`src/rtl/mtm_alu_deserializer.sv`:
```
// mtm_alu_deserializer: serial ALU request receiver.
// Frames are 11 bits (start, type, 8 payload MSB first, stop). A request is
// eight data frames (B then A, MSB byte first) plus one cmd frame carrying
// {1'b0, OP, CRC}. The request is either accepted (out_valid) or rejected
// (err_valid + err_flags).
// Build option: define MTM_ALU_DESER_CRC_EN to enable the CRC-4 check;
// without it no CRC logic is built and the received CRC bits are ignored.
module mtm_alu_deserializer (
    input  logic        clk,
    input  logic        rst,
    input  logic        sin,
    output logic [31:0] b_data,
    output logic [31:0] a_data,
    output logic [2:0]  op,
    output logic        out_valid,
    output logic        err_valid,
    output logic [2:0]  err_flags
);

    typedef enum logic [1:0] {IDLE, TYPE, PAYLOAD, STOP} state_t;

    localparam logic [2:0] ERR_DATA = 3'b100;
    localparam logic [2:0] ERR_CRC  = 3'b010;
    localparam logic [2:0] ERR_OP   = 3'b001;

    state_t      state_q;
    logic        type_q;       // 1 = cmd frame
    logic [2:0]  bitcnt_q;
    logic [7:0]  byte_q;
    logic [63:0] shreg_q;      // {B, A}
    logic [3:0]  dcnt_q;       // data frames in current request, saturates at 9
    logic        ferr_q;       // sticky stop-bit error for current request
    logic [31:0] b_data_q, a_data_q;
    logic [2:0]  op_q, err_flags_q;
    logic        out_valid_q, err_valid_q;

    logic [2:0]  err_code_d;

`ifdef MTM_ALU_DESER_CRC_EN
    // Serial CRC-4, x^4+x+1, init 0, MSB first.
    function automatic logic [3:0] crc4(input logic [67:0] v);
        logic [3:0] c;
        logic       fb;
        c = 4'h0;
        for (int i = 67; i >= 0; i--) begin
            fb = c[3] ^ v[i];
            c  = {c[2:0], 1'b0} ^ {2'b00, fb, fb};
        end
        return c;
    endfunction

    logic crc_bad;
    assign crc_bad = (crc4({shreg_q, 1'b1, byte_q[6:4]}) != byte_q[3:0]);
`endif

    // Verdict for a cmd frame whose stop bit is on sin this cycle; the stop
    // bit itself counts toward the frame-error condition.
    always_comb begin
        err_code_d = 3'b000;
        if (dcnt_q != 4'd8 || ferr_q || !sin)
            err_code_d = ERR_DATA;
`ifdef MTM_ALU_DESER_CRC_EN
        else if (crc_bad)
            err_code_d = ERR_CRC;
`endif
        else if (byte_q[5])    // OP[1] set -> opcode outside {000,001,100,101}
            err_code_d = ERR_OP;
    end

    // Frame FSM, request bookkeeping and registered outputs.
    always_ff @(posedge clk) begin
        if (rst) begin
            state_q     <= IDLE;
            type_q      <= 1'b0;
            bitcnt_q    <= 3'd0;
            byte_q      <= 8'h00;
            shreg_q     <= 64'h0;
            dcnt_q      <= 4'd0;
            ferr_q      <= 1'b0;
            b_data_q    <= 32'h0;
            a_data_q    <= 32'h0;
            op_q        <= 3'b000;
            err_flags_q <= 3'b000;
            out_valid_q <= 1'b0;
            err_valid_q <= 1'b0;
        end else begin
            out_valid_q <= 1'b0;
            err_valid_q <= 1'b0;
            case (state_q)
                IDLE: begin
                    if (!sin) state_q <= TYPE;
                end
                TYPE: begin
                    type_q   <= sin;
                    bitcnt_q <= 3'd0;
                    state_q  <= PAYLOAD;
                end
                PAYLOAD: begin
                    byte_q   <= {byte_q[6:0], sin};
                    bitcnt_q <= bitcnt_q + 3'd1;
                    if (bitcnt_q == 3'd7) state_q <= STOP;
                end
                STOP: begin
                    state_q <= IDLE;
                    if (!type_q) begin
                        shreg_q <= {shreg_q[55:0], byte_q};
                        if (dcnt_q != 4'd9) dcnt_q <= dcnt_q + 4'd1;
                        if (!sin) ferr_q <= 1'b1;
                    end else begin
                        // Request ends here whatever the verdict.
                        dcnt_q <= 4'd0;
                        ferr_q <= 1'b0;
                        if (err_code_d == 3'b000) begin
                            b_data_q    <= shreg_q[63:32];
                            a_data_q    <= shreg_q[31:0];
                            op_q        <= byte_q[6:4];
                            out_valid_q <= 1'b1;
                        end else begin
                            err_flags_q <= err_code_d;
                            err_valid_q <= 1'b1;
                        end
                    end
                end
                default: state_q <= IDLE;
            endcase
        end
    end

    assign b_data    = b_data_q;
    assign a_data    = a_data_q;
    assign op        = op_q;
    assign out_valid = out_valid_q;
    assign err_valid = err_valid_q;
    assign err_flags = err_flags_q;

endmodule

```
`config.mk`:
```
export PLATFORM = sky130hd
export DESIGN_NAME = mtm_alu_deserializer
export DESIGN_NICKNAME = d
export VERILOG_FILES = /design/src/rtl/mtm_alu_deserializer.sv
export SDC_FILE = /design/constraint.sdc
export NUM_CORES = 1
export LEC_CHECK = 0
export CAP_MARGIN = 10
export CELL_PAD_IN_SITES_DETAIL_PLACEMENT = 1
export CELL_PAD_IN_SITES_GLOBAL_PLACEMENT = 1
export CORE_MARGIN = 8
export CORE_UTILIZATION = 37
export CTS_CLUSTER_DIAMETER = 50
export CTS_CLUSTER_SIZE = 25
export DETAILED_ROUTE_END_ITERATION = 10
export PLACE_DENSITY_LB_ADDON = 0.25
export SLEW_MARGIN = 20
export SYNTH_ARGS = -nofsm -noshare
export SYNTH_HDL_FRONTEND = slang
export SYNTH_SLANG_ARGS = --single-unit
export TNS_END_PERCENT = 30
```
`constraint.sdc`:
```
create_clock -name clk -period 1.5 [get_ports clk]
set_input_delay 0.3 -clock clk [delete_from_list [all_inputs] [get_ports clk]]
set_output_delay 0.3 -clock clk [all_outputs]
set_load 0.05 [all_outputs]
```
==> impl_metrics.toml <==
[timing]
fin_skew_ps = 5.41
holdWs_ps = 398
setup_viol = 68
fmax_mhz = 595
period_share_pct = 112
slew_violations = 0
final_hold_viol_count = 0
setup_ws_ps = -181
period_needed_ps = 1680
rsz0062_at_grt = "yes"

[min_path]
min_path_type = "in -> reg"

[power_and_ir_drop]
p_comb_share_pct = 9.3
powerDensity_nw_per_um2 = 1110
switchingPower_w = 0.00224
ir_drop_mv = 0.731
p_leak_nw = 2.91
seqPwrFrac_pct = 44.4
switching_share_pct = 23.7
clkPwrFrac_pct = 46.4
cellInternalPower_w = 0.00724

[global_route]
grt_max_degree = 88
grt_overflow = 0
first_global_vias = 5248
grt_pass1_wl_um = 26800
grt.busiest_layer = "met2"
track_usage_pct = 16.6
grtUsageMet2_pct = 29.4
grt_antenna_before_repair = 0
grtUsageMet1_pct = 19.4
grt_use_met3_pct = 4.27

[clock_tree]
h-tree-depth = 4
cts_buffer_depth = 2
cts_hold_buf = 0
cts_made_buffers = 17
clockRootBuffer = "clkbuf_16"
clkTransAtPathRegs_ps = 60
insertion_delay_ps = 410
cts_sinks = 154
cts_tree = "done"

[synthesis]
synthTopCellsByCount = "265 x nand2_1, 154 x dfxtp_1, 75 x mux2i_1, 71 x a21oi_1, 33 x clkbuf_1"
synth-seq-area-share_pct = 52.6
synth_warnings = 0
yosys.area_share.simple_pct = 20.6
ys_async_sr_fraction_pct = 0
synth-xor-area-share_pct = 0
postSynthAreaPerCell_um2 = 8.61
syn_inst = 681
syn_area_um2 = 5860
ys_ff_latch = 154
synth.area.top_cells = "dfxtp_1 53%, nand2_1 17%, mux2i_1 13%, a21oi_1 6.1%, clkbuf_1 2.1%"
synth_compound_area_share_pct = 7.45
synth_top_area_share_pct = 52.6
synth_top_family_by_area = "simple AND/OR/NAND/NOR gates"
synth_flop_cell = "dfxtp_1"
synthMuxAreaShare_pct = 13.0
ys_types = 34
post-synth-top-area-cell = "dfxtp_1"
syn_nets = 693
synthAdderAreaFrac_pct = 1.92
yosys.cell_count.top_type = "nand2_1"
synth-edff-count = 0

[final_layout]
fin_util_pct = 54.6
diodes = 0
nets = 774
syn2layout_area_growth_pct = 46.2
drive_gt1_share_pct = 21.7

[critical_path]
start_kind = "flop"
endpoint_kind = "flop"
crit_arrival_ps = 2020
crit_path_max_fanout = 8
slowest_stage = "nor4_4"
slowest_delay_ps = 330
crit_chain = "inv_2 > ha_4 > nand4b_1 > nor4_4 > buf_6 > clkbuf_16 > mux2i_1"
cp.required_ps = 1840
criticalPathCategory = "reg -> reg"

[run]
drv_cap = 0

[floorplan]
die_area_um2 = 20100
start_util_pct = 37.3
boundaryPins = 75
die-width_um = 142
rows = 46
core-area_um2 = 15700
fp.dieH_um = 142

[drt]
drt_iter0_markers = 269
drc = 0
via_per_inst = 4.88
wl_per_cell_um = 16.5
first_pass_iters = 4
ant_nets = 0
wirelength_um = 16300
vias = 4833

[run_status]
violations = "negative setup slack"
outcome = "complete, but fails checks"

[placement]
place.port_buffers = 73
gp_congestion = 0.767
hpwl_um = 10800
## sequential cells by signal, summed over array words and instances (netlist names)
name       count
op             3
bitcnt_q       3
err_flags      2
byte_q         8
out_valid      1
shreg_q       64
dcnt_q         4
type_q         1
ferr_q         1
b_data        32
state_q        2
err_valid      1
a_data        32
## critical path: cells and delay by family, from the launching register on
| family | cells | cell delay, ps |
|---|---|---|
| fa+ha+maj | 1 | 120 |
| buf+inv | 3 | 480 |
| flops | 1 | 320 |
| mux | 1 | 190 |
| simple gates | 2 | 480 |
## power groups by stage
| stage | clock network [W] | registers, W | logic [W] |
|---|---|---|---|
| 5_1_grt | 0.00469 | 0.00421 | 0.000948 |
| 4_1_cts | 0.00449 | 0.00419 | 0.000860 |
| 2_1_floorplan | 0 | 0.00427 | 0.000546 |
| 3_3_place_gp | 0 | 0.00427 | 0.000797 |
| 6_report | 0.00440 | 0.00421 | 0.000878 |
| 3_5_place_dp | 0 | 0.00428 | 0.000841 |
## through the flow
stage	power, W	cell area [um^2]	TNS, ps	setup slack (ps)	instances
finish	0.00949	8580	-8480	-181	991
global route	0.00985	8580	-15850	-282	991
CTS	0.00954	8420	-5320	-123	988
detailed placement	0.00512	7740	-28000	-479	955
global placement	0.00507	7740	-27360	-433	955
floorplan	0.00482	5870	-1500	-84.7	681
## cells in the final DEF, fill, tap and decap left out, types with 3 or more instances in the layout
master / netlist / layout
clkbuf_8: 0 / 7
nand3_1: 7 / 7
buf_6: 3 / 9
buf_4: 5 / 16
mux2i_2: 0 / 4
ha_1: 9 / 7
mux2i_1: 75 / 70
nor2_1: 13 / 13
buf_12: 0 / 81
nand2_1: 265 / 264
nor3b_1: 3 / 3
dfxtp_2: 0 / 3
clkbuf_16: 0 / 19
nand2b_1: 4 / 3
clkbuf_1: 33 / 3
inv_1: 6 / 4
dfxtp_1: 154 / 150
a21oi_1: 71 / 62
a21oi_2: 0 / 9
## cell families (layout without fill, tap and decap cells)
family	Yosys count	after routing
compound gates	82	82
fa+ha+maj	9	9
buf+inv	57	151
flops	154	154
mux	76	76
other cells	1	1
simple gates	302	302
## cell type report
class,instances,area (um^2)
fill,1705,7140
sequential,154,3090
multi-input combinational,470,2620
timing repair buffer,112,1950
clock buffer,27,533
tap,216,270
clock inverter,5,80.1
inverter,7,28.8
## worst paths after layout
path | endpoint | depth (start not counted) | startpoint | slack [ps]
max | a_data[26] | 7 | dcnt_q[0] | -180
min | a_data[30] | 4 | rst | 400
max reg2reg | a_data[26] | 7 | dcnt_q[0] | -180
min reg2reg | shreg_q[61] | 2 | shreg_q[61] | 460
## what timing repair did
action | CTS | global route
pin swaps | 1 | 2
resized for setup | 12 | 23
buffers inserted | 0 | 1
endpoints found under the setup margin | 102 | 125
cloned | 1 | 2
## per-layer routing
layer | vias up | wire length, um | part of all wire, %
met5 | - | 0 | 0
met4 | 0 | 142 | 0.87
met3 | 13 | 554 | 3.4
met2 | 65 | 8460 | 52
met1 | 2381 | 7160 | 44
li1 | 2374 | - | -
Note: power is estimated with default switching activity, not from simulation.
